===== src/rtl/mem_stage_pkg.sv =====
// Shared types and helpers for the memory-access stage.
package mem_stage_pkg;

    localparam int unsigned XLEN = 32;

    typedef enum logic [1:0] {
        SZ_BYTE = 2'b00,
        SZ_HALF = 2'b01,
        SZ_WORD = 2'b10
    } mem_size_e;

    typedef enum logic {
        S_IDLE = 1'b0,
        S_BUSY = 1'b1
    } state_e;

    // Size 2'b11 falls through to a full word.
    function automatic logic [3:0] byte_en(logic [1:0] size, logic [1:0] off);
        case (size)
            SZ_BYTE: byte_en = 4'b0001 << off;
            SZ_HALF: byte_en = 4'b0011 << {off[1], 1'b0};
            default: byte_en = 4'b1111;
        endcase
    endfunction

endpackage


===== src/rtl/mem_stage_if.sv =====
// Data-memory bus: single-port req/ack handshake, read data valid with ack.
interface mem_stage_if;
    import mem_stage_pkg::*;

    logic            dmem_req;
    logic            dmem_we;
    logic [XLEN-1:0] dmem_addr;
    logic [XLEN-1:0] dmem_wdata;
    logic [3:0]      dmem_be;
    logic            dmem_ack;
    logic [XLEN-1:0] dmem_rdata;

    modport master (
        output dmem_req, dmem_we, dmem_addr, dmem_wdata, dmem_be,
        input  dmem_ack, dmem_rdata
    );

    modport slave (
        input  dmem_req, dmem_we, dmem_addr, dmem_wdata, dmem_be,
        output dmem_ack, dmem_rdata
    );

endinterface


===== src/rtl/mem_stage_load_align.sv =====
// Combinational load lane select and sign/zero extension; reusable by a later cache.
module load_align
    import mem_stage_pkg::*;
(
    input  logic [XLEN-1:0] rdata_i,
    input  logic [1:0]      addr_i,
    input  logic [1:0]      size_i,
    input  logic            unsigned_i,
    output logic [XLEN-1:0] data_o
);

    logic [7:0]  lane_b;
    logic [15:0] lane_h;

    always_comb begin
        lane_b = rdata_i[{addr_i, 3'b000} +: 8];
        lane_h = rdata_i[{addr_i[1], 4'b0000} +: 16];
        case (size_i)
            SZ_BYTE: data_o = {{24{~unsigned_i & lane_b[7]}}, lane_b};
            SZ_HALF: data_o = {{16{~unsigned_i & lane_h[15]}}, lane_h};
            default: data_o = rdata_i;
        endcase
    end

endmodule


===== src/rtl/mem_stage.sv =====
// Memory-access stage: registers execute results, runs one dmem transaction, emits writeback.
// Optional misaligned-access trap under macro MEM_MISALIGN_TRAP_EN.
module mem_stage
    import mem_stage_pkg::*;
(
    input  logic            clk,
    input  logic            rst_n,
    input  logic            in_valid_i,
    output logic            in_ready_o,
    input  logic [XLEN-1:0] alu_res_i,
    input  logic [XLEN-1:0] b_res_i,
    input  logic [XLEN-1:0] pc_res_i,
    input  logic [4:0]      rd_i,
    input  logic            reg_write_i,
    input  logic            mem_read_i,
    input  logic            mem_write_i,
    input  logic [1:0]      mem_size_i,
    input  logic            mem_unsigned_i,
    mem_stage_if.master     dmem,
    output logic            wb_valid_o,
    output logic            wb_we_o,
    output logic [4:0]      wb_rd_o,
    output logic [XLEN-1:0] wb_data_o,
    output logic [XLEN-1:0] wb_pc_o
`ifdef MEM_MISALIGN_TRAP_EN
    ,
    output logic            misalign_o
`endif
);

    state_e          state_q;
    logic [XLEN-1:0] addr_q, sdata_q, pc_q;
    logic [4:0]      rd_q;
    logic [1:0]      size_q;
    logic            reg_write_q, load_q, store_q, unsigned_q;
    logic            wb_valid_q, wb_we_q;
    logic [4:0]      wb_rd_q;
    logic [XLEN-1:0] wb_data_q, wb_pc_q;
    logic            misalign_q;

    logic            is_mem, mis, busy;
    logic [XLEN-1:0] load_data;

    assign is_mem = mem_read_i | mem_write_i;
    assign busy   = (state_q == S_BUSY);

`ifdef MEM_MISALIGN_TRAP_EN
    assign mis = is_mem && (((mem_size_i == SZ_HALF) && alu_res_i[0]) ||
                            (mem_size_i[1] && (alu_res_i[1:0] != 2'b00)));
    assign misalign_o = misalign_q;
`else
    assign mis = 1'b0;
`endif

    load_align u_load_align (
        .rdata_i   (dmem.dmem_rdata),
        .addr_i    (addr_q[1:0]),
        .size_i    (size_q),
        .unsigned_i(unsigned_q),
        .data_o    (load_data)
    );

    always_ff @(posedge clk or negedge rst_n) begin
        if (!rst_n) begin
            state_q     <= S_IDLE;
            addr_q      <= '0;
            sdata_q     <= '0;
            pc_q        <= '0;
            rd_q        <= '0;
            size_q      <= '0;
            reg_write_q <= 1'b0;
            load_q      <= 1'b0;
            store_q     <= 1'b0;
            unsigned_q  <= 1'b0;
            wb_valid_q  <= 1'b0;
            wb_we_q     <= 1'b0;
            wb_rd_q     <= '0;
            wb_data_q   <= '0;
            wb_pc_q     <= '0;
            misalign_q  <= 1'b0;
        end else begin
            wb_valid_q <= 1'b0;
            misalign_q <= 1'b0;
            case (state_q)
                S_IDLE: begin
                    if (in_valid_i) begin
                        addr_q      <= alu_res_i;
                        sdata_q     <= b_res_i;
                        pc_q        <= pc_res_i;
                        rd_q        <= rd_i;
                        size_q      <= mem_size_i;
                        reg_write_q <= reg_write_i;
                        load_q      <= mem_read_i;
                        store_q     <= mem_write_i & ~mem_read_i;
                        unsigned_q  <= mem_unsigned_i;
                        if (is_mem && !mis) begin
                            state_q <= S_BUSY;
                        end else begin
                            // Plain ALU result, or a trapped access reporting its address.
                            wb_valid_q <= 1'b1;
                            wb_we_q    <= reg_write_i & ~mis;
                            wb_rd_q    <= rd_i;
                            wb_pc_q    <= pc_res_i;
                            wb_data_q  <= alu_res_i;
                            misalign_q <= mis;
                        end
                    end
                end
                S_BUSY: begin
                    if (dmem.dmem_ack) begin
                        state_q    <= S_IDLE;
                        wb_valid_q <= 1'b1;
                        wb_we_q    <= load_q & reg_write_q;
                        wb_rd_q    <= rd_q;
                        wb_pc_q    <= pc_q;
                        wb_data_q  <= load_q ? load_data : addr_q;
                    end
                end
                default: state_q <= S_IDLE;
            endcase
        end
    end

    // Bus fields come straight from the stage register, so they hold until ack.
    always_comb begin
        dmem.dmem_req   = busy;
        dmem.dmem_we    = busy & store_q;
        dmem.dmem_addr  = {addr_q[XLEN-1:2], 2'b00};
        dmem.dmem_be    = busy ? byte_en(size_q, addr_q[1:0]) : 4'b0000;
        case (size_q)
            SZ_BYTE: dmem.dmem_wdata = {4{sdata_q[7:0]}};
            SZ_HALF: dmem.dmem_wdata = {2{sdata_q[15:0]}};
            default: dmem.dmem_wdata = sdata_q;
        endcase
    end

    assign in_ready_o = ~busy;
    assign wb_valid_o = wb_valid_q;
    assign wb_we_o    = wb_we_q;
    assign wb_rd_o    = wb_rd_q;
    assign wb_data_o  = wb_data_q;
    assign wb_pc_o    = wb_pc_q;

endmodule

===== src/flat_wrapper.sv =====
// flat-port wrapper written by rule: the top's interface ports become plain ports
module mem_stage_flat import mem_stage_pkg::*;
  (clk, rst_n, in_valid_i, in_ready_o, alu_res_i, b_res_i, pc_res_i, rd_i, reg_write_i, mem_read_i, mem_write_i, mem_size_i, mem_unsigned_i, wb_valid_o, wb_we_o, wb_rd_o, wb_data_o, wb_pc_o, dmem_dmem_req, dmem_dmem_we, dmem_dmem_addr, dmem_dmem_wdata, dmem_dmem_be, dmem_dmem_ack, dmem_dmem_rdata);
  mem_stage_if dmem_i ();
  input  logic clk;
  input  logic rst_n;
  input  logic in_valid_i;
  output logic in_ready_o;
  input  logic [XLEN-1:0] alu_res_i;
  input  logic [XLEN-1:0] b_res_i;
  input  logic [XLEN-1:0] pc_res_i;
  input  logic [4:0] rd_i;
  input  logic reg_write_i;
  input  logic mem_read_i;
  input  logic mem_write_i;
  input  logic [1:0] mem_size_i;
  input  logic mem_unsigned_i;
  output logic wb_valid_o;
  output logic wb_we_o;
  output logic [4:0] wb_rd_o;
  output logic [XLEN-1:0] wb_data_o;
  output logic [XLEN-1:0] wb_pc_o;
  output wire logic [$bits(dmem_i.dmem_req)-1:0] dmem_dmem_req;
  output wire logic [$bits(dmem_i.dmem_we)-1:0] dmem_dmem_we;
  output wire logic [$bits(dmem_i.dmem_addr)-1:0] dmem_dmem_addr;
  output wire logic [$bits(dmem_i.dmem_wdata)-1:0] dmem_dmem_wdata;
  output wire logic [$bits(dmem_i.dmem_be)-1:0] dmem_dmem_be;
  input wire logic [$bits(dmem_i.dmem_ack)-1:0] dmem_dmem_ack;
  input wire logic [$bits(dmem_i.dmem_rdata)-1:0] dmem_dmem_rdata;
  assign dmem_dmem_req = dmem_i.dmem_req;
  assign dmem_dmem_we = dmem_i.dmem_we;
  assign dmem_dmem_addr = dmem_i.dmem_addr;
  assign dmem_dmem_wdata = dmem_i.dmem_wdata;
  assign dmem_dmem_be = dmem_i.dmem_be;
  assign dmem_i.dmem_ack = dmem_dmem_ack;
  assign dmem_i.dmem_rdata = dmem_dmem_rdata;
  mem_stage u_core (.clk(clk), .rst_n(rst_n), .in_valid_i(in_valid_i), .in_ready_o(in_ready_o), .alu_res_i(alu_res_i), .b_res_i(b_res_i), .pc_res_i(pc_res_i), .rd_i(rd_i), .reg_write_i(reg_write_i), .mem_read_i(mem_read_i), .mem_write_i(mem_write_i), .mem_size_i(mem_size_i), .mem_unsigned_i(mem_unsigned_i), .dmem(dmem_i), .wb_valid_o(wb_valid_o), .wb_we_o(wb_we_o), .wb_rd_o(wb_rd_o), .wb_data_o(wb_data_o), .wb_pc_o(wb_pc_o));
endmodule

===== config.mk =====
export PLATFORM = sky130hd
export DESIGN_NAME = mem_stage_flat
export DESIGN_NICKNAME = d
export VERILOG_FILES = /design/src/rtl/mem_stage_pkg.sv /design/src/rtl/mem_stage_if.sv /design/src/rtl/mem_stage_load_align.sv /design/src/rtl/mem_stage.sv /design/src/flat_wrapper.sv
export SDC_FILE = /design/constraint.sdc
export NUM_CORES = 1
export LEC_CHECK = 0
export ABC_AREA = 1
export ABC_CLOCK_PERIOD_IN_PS = 1600
export BUFFER_PORTS_ARGS = -buffer_cell sky130_fd_sc_hd__buf_4
export CAP_MARGIN = 20
export CORE_UTILIZATION = 47
export DETAILED_ROUTE_END_ITERATION = 7
export PLACE_DENSITY = 0.77
export SLEW_MARGIN = 10
export SYNTH_ARGS = -nofsm -noshare
export SYNTH_HDL_FRONTEND = slang
export SYNTH_HIERARCHICAL = 1
export SYNTH_SLANG_ARGS = --single-unit

===== constraint.sdc =====
create_clock -name clk -period 1.6 [get_ports clk]
set_input_delay 0.08 -clock clk [delete_from_list [all_inputs] [get_ports clk]]
set_output_delay 0.08 -clock clk [all_outputs]
set_load 0.005 [all_outputs]

==> results.txt <==
- Cells along the critical path: buf_12 > buf_16 > nand2_1 > o211ai_1 > buf_4
* Power density relative to cell area: roughly 1200 mW/mm^2
- The floorplan has 51 rows.
- Final critical-path required period: 1.725 ns
* Buffer cell driving the clock tree root: clkbuf_16
* Crit. Startpoint: u_core/size_q[1]
* Overall Global Routing Usage: a little under 30%
* Worst clock skew: around 0.014 ns
- Count of buffers inserted at the top-level ports: 282
* Leading cell types in the layout, fill and taps excluded: nand2_1 (635), buf_4 (308), dfrtp_1 (176)
- Clock input transition at the sequential cells of the worst setup and hold paths: roughly 0.08 ns
- The critical path is of the reg -> out type.
- The count of pins over their slew limit came to 0.
- Source-to-sink clock delay at the later pin of the worst-skew pair: 0.43 ns
- The area growth from synthesis to layout is 47.71%.
- For this run, the detailed router's first-pass iteration total came to 5.
- In this run the horizontal extent of the chip is 145.0 microns.
* Dpl hpwl: around 20000 microns
- Cells with a size suffix above 1 make up approximately 30% of the layout.
* Number of global-route vias before repair: 9871
- After technology mapping, the gate count stands at 1320.
* Fmax: 579.9 MHz
* Overall power of the completed layout: 17.62 mW
- The slowest stage of the critical path is the dfrtp_2 cell.
- Data arrives at the worst endpoint at roughly 1.6 ns.
- The first global-routing pass estimated approximately 50000 microns of wire.
- Clock sinks: roughly 180
* Total of fill cells in the finished design: between 1000 and 1500
- Die Y: 145.0 microns
* CTS tree: built
* Number of antenna-violating nets in the routed design: 0
- Syn. warnings: 6
- In this run the count of I/O pins placed on the die edge is approximately 290.
* Number of buffers created by CTS: 17
- Of all nets on the critical path, the largest fanout is 28.
* Final hold vios: 0
- Avg Synthesized Cell Area: 7.285 sq um
* Count of distinct cell types in the synthesized netlist: 23
- Final Worst Setup Slack: -0.1246 ns
* Result of the run: finished, violations left
* Total Die Area: 0.02104 sq mm
- In this design, the largest share of critical-path delay is due to buffers and inverters.
- Total number of vias: roughly 10000
- Effective utilization at floorplan: around half
- The number of buffers and inverters on the critical path is 3.
* Leakage: ~8 nW
* Worst R2R Start: u_core/size_q[1]
* Via/cell ratio: between 5 and 6
- Cell Area, Synth: about 0.0096 sq mm
- Setup repair after global routing could not meet its margin everywhere.
- The number of antenna violations at the first check in global routing was 1.
- Routed WL per cell: between 15 and 20 microns
- Class of the most critical hold timing path: in -> async
* CTS H-tree depth: 4
* DRC violations left: 0
- Violations in the final reports: setup timing
- In this run, synthesis produced a sequential element count of about 180.
* Deepest clock path buffer count: 2
- Endpoint kind of the worst setup timing path: output port
- Of the available clock period, the critical path in the final layout requires 107.8%.
- 1st-iter DRT viols: ~670
* Total setup violations reported at the end of the flow: 43
- The total area inside the core boundary comes to 0.01978 sq mm.
* VDD IR-drop max: approximately 0.00079 V
- Pin count of the biggest net entering global routing: 58
- The tightest hold path in the finished design has a slack of 0.1703 ns.
- Commonest non-fill, non-tap cell in the layout: nand2_1
- NumNets Final: between 1500 and 2000
- Kind of launch point of the worst setup path: flop
* MaxCap Viol Count: 0
* Max incr delay on CP: between 0.4 and 0.5 ns
* RD Place Congestion: approximately 0.89
* Total wire length after detailed routing: between 30000 and 40000 microns
- Sequential share of the synthesized area: 46.58%
* Data required time at the worst endpoint: approximately 1.5 ns
* Total gr overflow: 0
-- metal layers --
layer	vias to the layer above	track usage, %	share of wire [%]
li1	4704	-	-
met1	4598	36.41	39
met2	502	49.64	49
met3	83	6.447	8.5
met4	0	14.36	3.6
met5	-	0	0
-- cells by family (layout without fill, tap and decap cells) --
| logic type | count (synthesis) | after routing | share of synthesized area [%] |
|---|---|---|---|
| simple gates | 757 | 757 | 32.62 |
| buf+inv | 238 | 609 | 12.83 |
| other cells | 1 | 3 | 0.03899 |
| compound gates | 145 | 145 | 7.937 |
| flops | 179 | 179 | 46.58 |
-- synthesized netlist by cell type --
| master | instances | area, sq um |
|---|---|---|
| a21boi_4 | 1 | 18.77 |
| a21oi_1 | 5 | 25.02 |
| a22oi_1 | 1 | 7.510 |
| buf_2 | 31 | 155.2 |
| buf_4 | 53 | 397.9 |
| buf_6 | 13 | 146.4 |
| clkbuf_1 | 17 | 63.81 |
| conb_1 | 1 | 3.750 |
| dfrtp_1 | 179 | 4479 |
| inv_1 | 117 | 439.2 |
| inv_2 | 5 | 18.77 |
| inv_4 | 2 | 12.51 |
| nand2_1 | 668 | 2507 |
| nand2_2 | 14 | 87.58 |
| nand2_4 | 3 | 33.78 |
| nand3_1 | 46 | 230.2 |
| nand3_2 | 21 | 210.2 |
| nor2_1 | 2 | 7.510 |
| nor2_8 | 3 | 60.06 |
| o211ai_1 | 8 | 60.06 |
| o21ai_0 | 121 | 605.6 |
| o21ai_1 | 8 | 40.04 |
| o22ai_1 | 1 | 6.260 |
-- state kept, by name (all words and copies together), names as in the netlist --
register	cells
u_core/addr_q	32
u_core/dmem.dmem_req	1
u_core/load_q	1
u_core/pc_q	32
u_core/rd_q	5
u_core/reg_write_q	1
u_core/sdata_q	32
u_core/size_q	2
u_core/store_q	1
u_core/unsigned_q	1
u_core/wb_data_o	32
u_core/wb_pc_o	32
u_core/wb_rd_o	5
u_core/wb_valid_o	1
u_core/wb_we_o	1
-- worst reg2reg max path, cell delays in order (launching register included) --
cell     delay, ns
dfrtp_2       0.46
buf_6         0.14
inv_4         0.04
nand2_4       0.07
nor2_4        0.11
nand2_2       0.06
nand2_2       0.08
nand2_4       0.10
buf_16        0.17
nand3_4       0.07
inv_2         0.04
nand2_2       0.06
nand3_2       0.07
nand2_1       0.07
nand2_1       0.05
nand2_1       0.06
-- metrics by stage --
| stage | TNS, ns | utilization, % | cells | setup WS [ns] | area [sq um] |
|---|---|---|---|---|---|
| 4_1_cts | -3.183 | 70.13 | 1949 | -0.1036 | 13870 |
| 2_1_floorplan | 0 | - | 1321 | 0.1037 | 9620 |
| 5_1_grt | -6.301 | 71.81 | 1958 | -0.2135 | 14200 |
| 3_3_place_gp | 0 | 59.56 | 1796 | 0.04806 | 11780 |
| 3_5_place_dp | -0.04208 | 59.56 | 1796 | -0.02361 | 11780 |
| 6_report | -2.011 | 71.81 | 1958 | -0.1246 | 14200 |
-- repair_timing --
action / in CTS / in global routing
hold buffers: 109 / 0
pin swaps: 30 / 49
cloned: 3 / 4
resized for setup: 71 / 77
buffers inserted: 10 / 7
hold endpoints to repair: 230 / 0
setup endpoints to repair: 40 / 90
-- final cells by class --
cell class	count	area, sq um	share of cell area, %
well taps	265	331.6	2.334
inverters	124	485.5	3.418
repair buffers	453	4034	28.40
clock buffers	17	425.4	2.995
multi-input cells	904	4235	29.82
clock inverters	15	205.2	1.445
diodes	1	2.502	0.01762
flip-flops and latches	179	4486	31.58
-- worst paths after layout --
path / to / slack, ns / depth (start not counted)
max: dmem_dmem_wdata[29] / -0.12 / 5
min: u_core/pc_q[13] / 0.17 / 2
max reg2reg: u_core/wb_data_o[17] / -0.09 / 15
min reg2reg: u_core/wb_pc_o[21] / 0.48 / 2
max in group asynchronous: u_core/wb_pc_o[18] / 0.73 / 3
min in group clk: u_core/wb_data_o[11] / 0.18 / 9
-- power breakdown --
part / leakage, nW / internal (mW) / total (mW) / switching, mW
sequential: 2.22 / 5.63 / 6.41 / 0.781
combinational: 5.27 / 3.29 / 6.84 / 3.55
clock: 0.305 / 2.28 / 4.37 / 2.09
total: 7.79 / 11.2 / 17.6 / 6.43
No activity file was read; power rests on OpenSTA's default activity.
